--- config.mk ---
export PLATFORM = sky130hd
export DESIGN_NAME = rr_merge_sched
export DESIGN_NICKNAME = d
export VERILOG_FILES = /design/src/rtl/rr_merge_sched.sv
export SDC_FILE = /design/constraint.sdc
export NUM_CORES = 1
export LEC_CHECK = 0
export ABC_AREA = 1
export BUFFER_PORTS_ARGS = -buffer_cell sky130_fd_sc_hd__buf_2
export CORE_MARGIN = 5
export CORE_UTILIZATION = 42
export CTS_BUF_LIST = sky130_fd_sc_hd__clkbuf_16
export DETAILED_ROUTE_END_ITERATION = 6
export GPL_TIMING_DRIVEN = 0
export HOLD_SLACK_MARGIN = 0.02
export PLACE_DENSITY = 0.86
export SLEW_MARGIN = 10
export SYNTH_ARGS = -nofsm -noshare
export SYNTH_HDL_FRONTEND = slang
export SYNTH_SLANG_ARGS = --single-unit
--- constraint.sdc ---
create_clock -name clk -period 2.3 [get_ports clk]
set_input_delay 0.23 -clock clk [delete_from_list [all_inputs] [get_ports clk]]
set_output_delay 0.23 -clock clk [all_outputs]
set_load 0.01 [all_outputs]
--- src/rtl/rr_merge_sched.sv ---
// Round-robin merge of N elastic token streams onto one output slot, with the
// granted requester index forked onto a second independently-draining slot.
module rr_merge_sched #(
    parameter int W  = 8,
    parameter int N  = 4,
    parameter int IW = $clog2(N)
) (
    input  logic               clk,
    input  logic               rst_n,
    input  logic [N*(W+1)-1:0] in_data,
    output logic [N-1:0]       in_back_stop,
    output logic [W:0]         out_data,
    input  logic               out_stop,
    output logic [IW:0]        idx_data,
    input  logic               idx_stop
);

    localparam int          NP    = 1 << IW;
    localparam logic [IW:0] N_EXT = (IW+1)'(N);

    logic [IW-1:0] ptr;
    logic [NP-1:0] req_vld_p0;
    logic          out_free_p0;
    logic          idx_free_p0;
    logic          ready_p0;
    logic          gnt_vld_p0;
    logic [IW-1:0] gnt_idx_p0;
    logic [IW-1:0] ptr_nxt_p0;
    logic [W:0]    gnt_tok_p0;
    logic [IW:0]   cand_p0;

    // Stage p0: combinational grant from request valids, pointer and slot state

    // Padded to a power of two so the rotating index never leaves the vector.
    always_comb begin
        req_vld_p0 = '0;
        for (int i = 0; i < N; i++) begin
            req_vld_p0[i] = in_data[i*(W+1)+W];
        end
    end

    assign out_free_p0 = !out_data[W] || !out_stop;
    assign idx_free_p0 = !idx_data[IW] || !idx_stop;
    assign ready_p0    = rst_n && out_free_p0 && idx_free_p0;

    always_comb begin
        gnt_vld_p0 = 1'b0;
        gnt_idx_p0 = '0;
        cand_p0    = '0;
        for (int k = 0; k < N; k++) begin
            cand_p0 = {1'b0, ptr} + (IW+1)'(k);
            if (cand_p0 >= N_EXT) begin
                cand_p0 = cand_p0 - N_EXT;
            end
            if (ready_p0 && !gnt_vld_p0 && req_vld_p0[cand_p0[IW-1:0]]) begin
                gnt_vld_p0 = 1'b1;
                gnt_idx_p0 = cand_p0[IW-1:0];
            end
        end
    end

    // Stop bits depend only on the grant decision; the payload mux shares the select.
    always_comb begin
        in_back_stop = '1;
        gnt_tok_p0   = '0;
        for (int i = 0; i < N; i++) begin
            if (gnt_vld_p0 && (gnt_idx_p0 == IW'(i))) begin
                in_back_stop[i] = 1'b0;
                gnt_tok_p0      = in_data[i*(W+1) +: W+1];
            end
        end
    end

    assign ptr_nxt_p0 = (gnt_idx_p0 == IW'(N-1)) ? '0 : gnt_idx_p0 + 1'b1;

    // Stage p1: output and index slots, pointer update
    always_ff @(posedge clk or negedge rst_n) begin
        if (!rst_n) begin
            ptr      <= '0;
            out_data <= '0;
            idx_data <= '0;
        end else if (gnt_vld_p0) begin
            ptr      <= ptr_nxt_p0;
            out_data <= {1'b1, gnt_tok_p0[W-1:0]};
            idx_data <= {1'b1, gnt_idx_p0};
        end else begin
            if (!out_stop) begin
                out_data[W] <= 1'b0;
            end
            if (!idx_stop) begin
                idx_data[IW] <= 1'b0;
            end
        end
    end

endmodule
==> flow_summary_export.csv <==
group,metric,value,unit
die,fp.dieH,63.28,um
critical_path,reg2reg_depth,20,
synthesis,synth_area_leader_cell,"dfrtp_1",
critical_path,start_kind,"flop",
cts,cts_tree,"yes",
synthesis,synth.most_common_cell,"nand2_1",
synthesis,ys_seq_elements,14,
critical_path,critPathRequiredTime,2.07,ns
cts,clk_pin_slew,0.05,ns
routing,drtIter0Drc,111,
cts,cts-root-buf,"clkbuf_16",
place,finalWeightedCongestion,0.8430,
critical_path,worstSetupPathType,"reg -> out",
die,ios,56,
synthesis,yosysTopAreaCellShare,0.2938,
outcome,violations,"negative setup slack",
place,post_dp_cell_area,0.001506,mm2
min_path,holdPathEnd,"out_data[3]$_DFFE_PN0P_",
critical_path,cp_max_fo,9,
synthesis,synth-edff-count,0,
critical_path,critPathSlowestCell,"dfrtp_1",
power,p_switching,0.001766,W
min_path,hold_path_class,"in -> reg",
global_route,track_usage,0.2072,
final_layout,diodes,0,
global_route,antenna_found_initial,0,
synthesis,yosysWarnings,0,
power,swShare,0.5073,
sta,finalCritPeriodShare,1.071,
sta,fin_skew,0.002017,ns
routing,drc,0,
routing,antenna_left,0,
final_layout,final_layout_size_suffix_gt1_frac,0.5418,
cts,clock_latency,0.25,ns
synthesis,async_flop_share,1.000,
synthesis,synth_seq_area_share,0.2938,
power,power_density,1678,mW/mm2
critical_path,path_delay_family,"simple AND/OR/NAND/NOR gates",
run,drv_cap,0,
die,die_area,0.004004,mm2
critical_path,r2r_slack,-0.15,ns
synthesis,yosys-top-cells-area,"dfrtp_1 29%, nand2_1 27%, inv_1 8.2%, nand3_1 7.6%, ha_1 4.2%",
sta,finalHoldViolCount,0,
critical_path,critPathArrivalTime,2.23,ns
sta,drv_slew,0,
place,hpwl,2.514,mm
power,peakVddDrop,1.397,mV
critical_path,cp_common_cell,"nand2_2",
critical_path,crit_path_cell_trace,"buf_6 > clkinv_8 > nand2_2 > nand2_2 > nand2_1 > nand2_1 > inv_2 > nand2_4 > nand3b_1 > nand3_1 > nand2_2 > ha_4 > nand2_4 > buf_6",
routing,wl_per_cell,16.12,um
sta,fmax,406.0,MHz
synthesis,ys_top_cells_by_count,"85 x nand2_1, 26 x inv_1, 18 x nand3_1",
synthesis,yosysUniqueCellTypes,23,
synthesis,netlist_area,0.001192,mm2
final_layout,area_delta_synth_final,74.08,%
die,start_util,0.4362,
critical_path,cp-end-kind,"primary output",
sta,finalCriticalPeriod,2.463,ns
min_path,hold_path_depth,3,
min_path,hold_start,"in_data[30]",
power,leakage,1.201,nW
die,placementRows,19,
place,port_buffers,55,
cts,cts.sink_count,14,
sta,fin_ws,-0.1631,ns
die,die_w,63.28,um
power,clock_power_share,0.098,
sta,fin_setup_tns,-1.506,ns
critical_path,r2r-start,"ptr[0]$_DFFE_PN0P_",
final_layout,design_area,0.002076,mm2
routing,drt-total-wl,4.933,mm
global_route,grt_pass1_vias,1443,
power,seqPwrFrac,0.124,
synthesis,synth_cells,195,
global_route,grt_max_degree,15,
cts,cts_inserted_buffers,3,
sta,setup_violations,12,
power,cell_internal_pwr,0.001716,W
routing,first_pass_iters,4,
sta,rsz0062_at_grt,"yes",
power,comb_power_share,0.779,
critical_path,cp_slowest_stage_delay,0.34,ns
critical_path,crit_buf_inv,4,
synthesis,synth.avg_cell_area,6.115,um2
cts,cts.path.max_buffers,2,
critical_path,r2r_end,"out_data[0]$_DFFE_PN0P_",
sta,relSlewSlack,0.5404,
global_route,grt_pass1_wl,6.617,mm
die,core-area,0.002734,mm2
cts,htree_levels,1,
sta,worst_slew_pin_slew,0.6872,ns
outcome,outcome,"finished with violations",
synthesis,synthFlopType,"dfrtp_1",
final_layout,finalNetCount,320,
global_route,grt_overflow,0,
routing,vias,1605,
synthesis,syn_nets,239,
routing,vias_per_cell,5.245,
how the worst max path moves through the flow:
stage                             startpoint                       to  slack, ns  cells after the start
after floorplan           ptr[0]$_DFFE_PN0P_  out_data[0]$_DFFE_PN0P_       0.15                     17
after global placement                 rst_n          in_back_stop[2]      -0.22                     12
after detailed placement               rst_n          in_back_stop[2]      -0.26                     12
after CTS                 ptr[0]$_DFFE_PN0P_          in_back_stop[1]      -0.07                     16
after global routing      ptr[0]$_DFFE_PN0P_  out_data[4]$_DFFE_PN0P_      -0.27                     18
final                     ptr[0]$_DFFE_PN0P_          in_back_stop[2]      -0.16                     14
cell families after synthesis:
| logic type | synth area share |
|---|---|
| buffers and inverters | 0.1259 |
| adders and majority gates | 0.04197 |
| and+or+nand+nor | 0.4670 |
| AOI/OAI and AO/OA | 0.07134 |
| DFF | 0.2938 |
final cells by class:
class | count | area [um2]
Multi-Input combinational cell | 145 | 960.9
Fill cell | 173 | 658.1
Timing Repair Buffer | 77 | 471.7
Sequential cell | 14 | 351.6
Inverter | 31 | 136.4
Clock buffer | 3 | 75.07
Tap cell | 31 | 38.79
Buffer | 4 | 37.54
Clock inverter | 1 | 3.754
cells in the final DEF, fill, tap and decap left out:
master,count
a21oi_2,2
dfrtp_1,13
nand3_1,10
dlygate4sd3_1,1
clkbuf_16,3
clkinv_1,1
nand3_4,4
nor2_2,2
inv_2,5
clkinv_8,1
ha_4,4
buf_2,51
nor2_4,2
o21bai_1,1
nand3_2,7
a21oi_1,5
inv_4,3
buf_6,7
buf_4,22
nand3b_1,1
o22ai_1,2
nand4_1,2
dfrtp_2,1
nand4_4,1
nand2_4,10
o21ai_2,5
nand2_1,61
inv_1,22
o21ai_0,1
nand2_2,19
nor2_1,6
through the flow:
stage | utilization | hold WS (ns) | power [W] | setup WS (ns) | instances
floorplan | - | -0.06559 | 0.001581 | 0.1459 | 195
global placement | 0.5510 | 0.1404 | 0.001953 | -0.2204 | 281
detailed placement | 0.5510 | 0.1446 | 0.001990 | -0.2576 | 281
CTS | 0.6902 | 0.2153 | 0.002963 | -0.06651 | 301
global route | 0.7593 | 0.2292 | 0.003700 | -0.2698 | 306
finish | 0.7593 | 0.2077 | 0.003482 | -0.1631 | 306
power by group through the flow:
stage          Sequential (W)  Clock [W]  Combinational (W)
6_report             0.000430   0.000341            0.00271
4_1_cts              0.000421   0.000328            0.00221
5_1_grt              0.000441   0.000356            0.00290
2_1_floorplan        0.000455          0            0.00113
3_5_place_dp         0.000423          0            0.00157
3_3_place_gp         0.000416          0            0.00154
sequential cells by signal, summed over array words and instances (netlist names):
signal and count:
out_data 9, idx_data 3, ptr 2
metal layers:
layer / GRT usage / share of wire / vias to the layer above
li1: - / - / 766
met1: 0.2401 / 0.39 / 743
met2: 0.3667 / 0.50 / 78
met3: 0.01954 / 0.065 / 18
met4: 0.1195 / 0.038 / 0
met5: 0 / 0 / -
timing repair:
action                                  4_1_cts  5_1_grt
pin swaps                                    15       26
hold buffers                                  1        0
buffers inserted                             16        5
endpoints found under the setup margin       12       13
hold endpoints to repair                     14        0
gates resized for setup                      44       40
worst reg2reg max path, delay by kind of cell (launching register included):
family                   cells  cell delay (ns)
AO/OA/AOI/OAI                1             0.14
flip-flops                   1             0.37
adder cells (fa/ha/maj)      1             0.16
AND/OR/NAND/NOR             12             1.02
buffers and inverters        6             0.63
Power figures use the tool's default switching activity.
